[src/rtl/branch_resolve_track.sv]
// Carries tournament-predictor outputs ID->EX->MEM, resolves them in EX and
// produces per-component error feedback plus saturating branch statistics.
module branch_resolve_track #(
   parameter int CNT_W = 32
) (
   input  logic             clk,
   input  logic             rst,
   input  logic             stallE,
   input  logic             flushE,
   input  logic             flushM,
   input  logic             branchD,
   input  logic             pred_globalD,
   input  logic             pred_localD,
   input  logic             pred_chooseD,
   input  logic             actual_takenE,
   input  logic             cnt_clr,
   output logic             branchE,
   output logic             pred_takenE,
   output logic             pred_errorE,
   output logic             branchM,
   output logic             global_errorM,
   output logic             local_errorM,
   output logic             pred_errorM,
   output logic             actual_takenM,
   output logic [CNT_W-1:0] cnt_branch,
   output logic [CNT_W-1:0] cnt_mispred
);

   logic predGlobalE;
   logic predLocalE;
   logic predChooseE;

   // ID->EX: flush beats stall so a squashed instruction never lingers.
   always_ff @(posedge clk or negedge rst) begin
      if (!rst) begin
         branchE     <= 1'b0;
         predGlobalE <= 1'b0;
         predLocalE  <= 1'b0;
         predChooseE <= 1'b0;
      end else if (flushE) begin
         branchE     <= 1'b0;
         predGlobalE <= 1'b0;
         predLocalE  <= 1'b0;
         predChooseE <= 1'b0;
      end else if (!stallE) begin
         branchE     <= branchD;
         predGlobalE <= pred_globalD;
         predLocalE  <= pred_localD;
         predChooseE <= pred_chooseD;
      end
   end

   assign pred_takenE = predChooseE ? predGlobalE : predLocalE;
   assign pred_errorE = branchE & (pred_takenE ^ actual_takenE);

   logic squashM;
   assign squashM = flushM | stallE;

   // A stalled EX branch sends bubbles forward so it reaches MEM exactly once.
   always_ff @(posedge clk or negedge rst) begin
      if (!rst) begin
         branchM       <= 1'b0;
         global_errorM <= 1'b0;
         local_errorM  <= 1'b0;
         pred_errorM   <= 1'b0;
         actual_takenM <= 1'b0;
      end else if (squashM) begin
         branchM       <= 1'b0;
         global_errorM <= 1'b0;
         local_errorM  <= 1'b0;
         pred_errorM   <= 1'b0;
         actual_takenM <= 1'b0;
      end else begin
         branchM       <= branchE;
         global_errorM <= branchE & (predGlobalE ^ actual_takenE);
         local_errorM  <= branchE & (predLocalE ^ actual_takenE);
         pred_errorM   <= pred_errorE;
         actual_takenM <= branchE & actual_takenE;
      end
   end

   logic [CNT_W-1:0] cntMax;
   assign cntMax = '1;

   always_ff @(posedge clk or negedge rst) begin
      if (!rst) begin
         cnt_branch  <= '0;
         cnt_mispred <= '0;
      end else if (cnt_clr) begin
         cnt_branch  <= '0;
         cnt_mispred <= '0;
      end else if (branchM) begin
         if (cnt_branch != cntMax) begin
            cnt_branch <= cnt_branch + 1'b1;
         end
         if (pred_errorM && (cnt_mispred != cntMax)) begin
            cnt_mispred <= cnt_mispred + 1'b1;
         end
      end
   end

endmodule

[config.mk]
export PLATFORM = sky130hd
export DESIGN_NAME = branch_resolve_track
export DESIGN_NICKNAME = d
export VERILOG_FILES = /design/src/rtl/branch_resolve_track.sv
export SDC_FILE = /design/constraint.sdc
export NUM_CORES = 1
export LEC_CHECK = 0
export ABC_CLOCK_PERIOD_IN_PS = 2800
export CAP_MARGIN = 20
export CORE_MARGIN = 2
export CORE_UTILIZATION = 35
export CTS_CLUSTER_DIAMETER = 60
export DETAILED_ROUTE_END_ITERATION = 8
export GPL_ROUTABILITY_DRIVEN = 0
export SYNTH_ARGS = -nofsm -noshare
export SYNTH_HDL_FRONTEND = slang
export SYNTH_SLANG_ARGS = --single-unit
[constraint.sdc]
create_clock -name clk -period 2.8 [get_ports clk]
set_input_delay 0.56 -clock clk [delete_from_list [all_inputs] [get_ports clk]]
set_output_delay 0.56 -clock clk [all_outputs]
set_load 0.03 [all_outputs]
# Word level (Yosys, flattened, before mapping)
# Index checks and enable logic that the tools add are counted.
[classes]
addsub = 2
n_eq_ne = 3
mux = 20
bitwise_logic = 8
n_reduce_logical = 6
[ops]
columns = ["operator", "count"]
rows = [
  ["$mux W32", 6],
  ["$add A32 B1 Y32 const B", 2],
  ["$ne A32 B32 Y1 const B", 2],
  ["$mux W1", 14],
  ["$reduce_bool A2 Y1", 3],
  ["$and A1 B1 Y1", 4],
  ["$reduce_and A2 Y1", 2],
  ["$xor A1 B1 Y1", 3],
  ["$ne A2 B1 Y1 const B", 1],
  ["$logic_and A1 B1 Y1", 1],
  ["$or A1 B1 Y1", 1],
]
[totals]
ff_bits = 73
output_inout_bits = 72
word_cells = 50

# Logic depth before layout (Yosys ltp)
[logic_depth]
ltp_word = 5
ltp_mapped = 8
depth_no_buf = 6

# Least setup slack after synthesis
# OpenSTA, ideal clock, no wires.
[synth_path]
path_kind = "register to register"
from = "register cnt_mispred[8]"
to = "register cnt_mispred[1]"
setup_ns = 0.132
t_arrival_ns = 2.228
t_required_ns = 2.668
setup_slack_ns = 0.440
stages_incl_launch_ff = 9
path_buffers = 3
synth_period_minus_slack_ns = 2.360
path_cell_list = "dfrtp_1 nand4_1 or4_1 buf_2 o31ai_4 buf_6 buf_12 mux2i_1 nor2_1"
[synth_via]
elab_chain_cells = 4
[synth_lines]
columns = ["item", "line_no", "source"]
rows = [
  ["start: declaration", "26", "output logic [CNT_W-1:0] cnt_mispred"],
  ["start signal: assignment", "97", "cnt_mispred <= cnt_mispred + 1'b1;"],
  ["$ne A32 B32 Y1", "96", "if (pred_errorM && (cnt_mispred != cntMax)) begin"],
  ["$logic_and A1 B1 Y1", "96", ""],
  ["$reduce_bool A2 Y1 (no line)", "n/a", ""],
  ["$reduce_and A2 Y1 (no line)", "n/a", ""],
]
# No other way between the ends.
# A chain may end at the register's enable or synchronous reset.

# Final worst setup path
[layout_path]
from = "input port actual_takenE"
to = "output port pred_errorE"
[layout_via]
elab_chain_cells = 2
[layout_lines]
columns = ["item", "line_no", "source"]
rows = [
  ["start: declaration", "15", "input logic actual_takenE,"],
  ["$xor A1 B1 Y1", "54", "assign pred_errorE = branchE & (pred_takenE ^ actual_takenE);"],
  ["$and A1 B1 Y1", "54", ""],
  ["end: declaration", "19", "output logic pred_errorE,"],
]
# No other way between the ends.

==> out/results.txt <==
layout cells sized above 1: 13.67%
top sig layer: met4
post-CTS sizing: 0
antenna viol nets, final: 0
CP Class: input pin to output port
root buf cell: clkbuf_16
TritonCTS buffer count: 9
vias: 3,515
P_int: 0.001760 W
commonest non-fill, non-tap cell in the layout: clkdlybuf4s50_1
fin. max-slew vios: 0
HP Class: input pin to asynchronous set/reset pin
routed wl met2: 4.673 mm
synthesis-stage register bit count: 73
Top FF cell, synth: dfrtp_1
Sum Neg Setup Slack: 0 ns
Final HPWL DP: 7.221 mm
sequential element share of the synthesized area: 46.17%
largest net degree at the start of global routing: 42
Skew-Pair Late Insertion Delay: 0.34 ns
Syn Nets: 430
Mapped Cells: 417
GRT Total Usage: 17.95%
count of cell types in the netlist: 47
Residual DRC: 0
fin crit share: 93.44%
Post-CTS Setup Inserts: 0
fmax: 0.3822 GHz
CTS tree: yes
Synth Cell Area: 3956 sq um
total chip power: 0.002262 W
worst ir drop on vdd: 0.0002613 V
die area: 12,170 sq um
Cell Rows: 38
most frequent cells in the layout: clkdlybuf4s50_1, dfrtp_1, nor2_1
Crit. End Element: output port
Core Region: 10,940 sq um
Clock Sink Count: 73
RSZ-0062 raised after global routing: false
Seq pwr share: 47.1%
nets: 521
drt total wl: 10.21 mm
number of flops mapped to enable cells by yosys: 0
CTS clk-pin slew, worst paths: 0.06 ns
post-DR wirelength/cell: 15.66 um
Final setup viols: 0
DRT iter0 DRCs: 101
H-tree depth: 3
worst-margin pin slew: 0.7345 ns
worst-case clock buffer depth: 2
leakage power: 2.067 nW
Final min period: 2.616 ns
first-pass iteration count of the detailed router: 5
vias in the first global route: 3,443
hold slack: 0.2822 ns
Sw Ratio: 22.18%
outcome: completed
grt total ovfl: 0
switching pwr: 0.0005017 W
DR WL met3: 496 um
DR vias/cell: 5.391
initial antenna violation count: 0
ANT cells: 0
CP Launch Type: input pin
worst-path fanout max: 2
Worst Path Required: 2.24 ns
max_slew headroom: 51.03%
crit path DAT: 2.06 ns
power share of the combinational group: 4.5%
Max Cap Violations: 0
Worst Skew: 0.007686 ns
initial core utilization: 36.18%
first-pass GRT wire length: 16.75 mm
Fin. Hold Viols: 0
Port-buffer cells: 82
Die Ht: 110.3 um
metal1 wirelength: 4.928 mm
power density cells: 432.1 nW/um^2
ys async rst share: 100.0%
fillers: 1,072
num ports: 83
Area growth, synth to finish: 32.32%
Yosys warning count: 0
clock power share: 48.4%
CTS hold repair buffers: 0
Die X: 110.3 um
Synth Area per Inst: 9.488 sq um
cell type report:
type	instances	area, sq um	area share, %
multi-input combinational	319	1986	37.93
sequential	73	1827	34.89
timing repair buffer	97	935.9	17.88
clock buffer	12	266.5	5.091
tap	140	175.2	3.346
inverter	8	30.03	0.5736
clock inverter	3	15.01	0.2868
registers in the layout, indices dropped and copies added, names as in the netlist:
| register | cells |
|---|---|
| actual_takenM | 1 |
| global_errorM | 1 |
| branchM | 1 |
| branchE | 1 |
| local_errorM | 1 |
| predChooseE | 1 |
| predGlobalE | 1 |
| pred_errorM | 1 |
| predLocalE | 1 |
| cnt_branch | 32 |
| cnt_mispred | 32 |
worst max-delay path: stages:
cell,delay (ns)
clkdlybuf4s50_1,0.50
xor2_1,0.18
and2_1,0.15
clkdlybuf4s50_1,0.66
logic make-up after synthesis:
kind of cell    Yosys count  share of synthesized area [%]
simple gates            195                          26.82
flops                    73                          46.17
fa+ha+maj                 2                         0.6324
compound gates           74                          11.04
buf+inv                  25                          3.637
xor+xnor                 29                          6.420
mux                      19                          5.281
routing by layer:
metal	vias up	track usage (%)
li1	1702	-
met1	1726	24.91
met2	77	27.26
met3	10	5.115
met4	0	5.357
met5	-	0
power groups by stage:
stage | Sequential, W | Clock, W | Combinational [W]
2_1_floorplan | 0.00109 | 0 | 0.0000398
3_3_place_gp | 0.00108 | 0 | 0.000102
3_5_place_dp | 0.00108 | 0 | 0.000104
4_1_cts | 0.00107 | 0.00111 | 0.000104
5_1_grt | 0.00107 | 0.00116 | 0.000113
6_report | 0.00107 | 0.00109 | 0.000101
through the flow:
step / cells / util (%) / instance area, sq um / setup WS (ns)
after floorplan: 417 / - / 3956 / 0.4398
after global placement: 637 / 45.30 / 4954 / 0.2240
after detailed placement: 637 / 45.30 / 4954 / 0.1757
after CTS: 652 / 47.87 / 5235 / 0.1688
after global routing: 652 / 47.87 / 5235 / 0.08515
final: 652 / 47.87 / 5235 / 0.1838
synthesized netlist by cell type, types with 3 or more instances:
cell       n  area [sq um]
nor2b_1   10         62.56
and4_1     7         61.31
mux2_2    11         123.9
o21ai_0   15         75.07
xnor2_1   12         105.1
nor3_1    12         60.06
or4_2      5         43.79
dfrtp_1   73          1827
and2_1     3         18.77
a21oi_1   40         200.2
or3_2     10         75.07
o31ai_1    6         45.04
clkbuf_1   9         33.78
mux2i_1    7         70.07
buf_2      3         15.01
a31oi_1    3         18.77
nand4_1   15         93.84
nand3_1   32         160.2
xor2_1    17         148.9
nor2_1    41         153.9
and3_1     9         56.30
nand2_1   28         105.1
inv_1      8         30.03
or3_1      3         18.77
nor4_1     6         37.54
worst paths after layout:
path | start | end | slack, ns | cells after the start
setup / recovery | actual_takenE | pred_errorE | 0.18 | 4
hold / removal | rst | cnt_mispred[13]$_DFFE_PN0P_ | 0.28 | 1
setup reg to reg | cnt_mispred[8]$_DFFE_PN0P_ | cnt_mispred[1]$_DFFE_PN0P_ | 0.42 | 6
hold reg to reg | cnt_mispred[22]$_DFFE_PN0P_ | cnt_mispred[22]$_DFFE_PN0P_ | 0.56 | 2
max in group asynchronous | rst | cnt_branch[20]$_DFFE_PN0P_ | 1.73 | 2
min in group clk | cnt_mispred[22]$_DFFE_PN0P_ | cnt_mispred[22]$_DFFE_PN0P_ | 0.56 | 2
(Power assumes the default switching activity.)
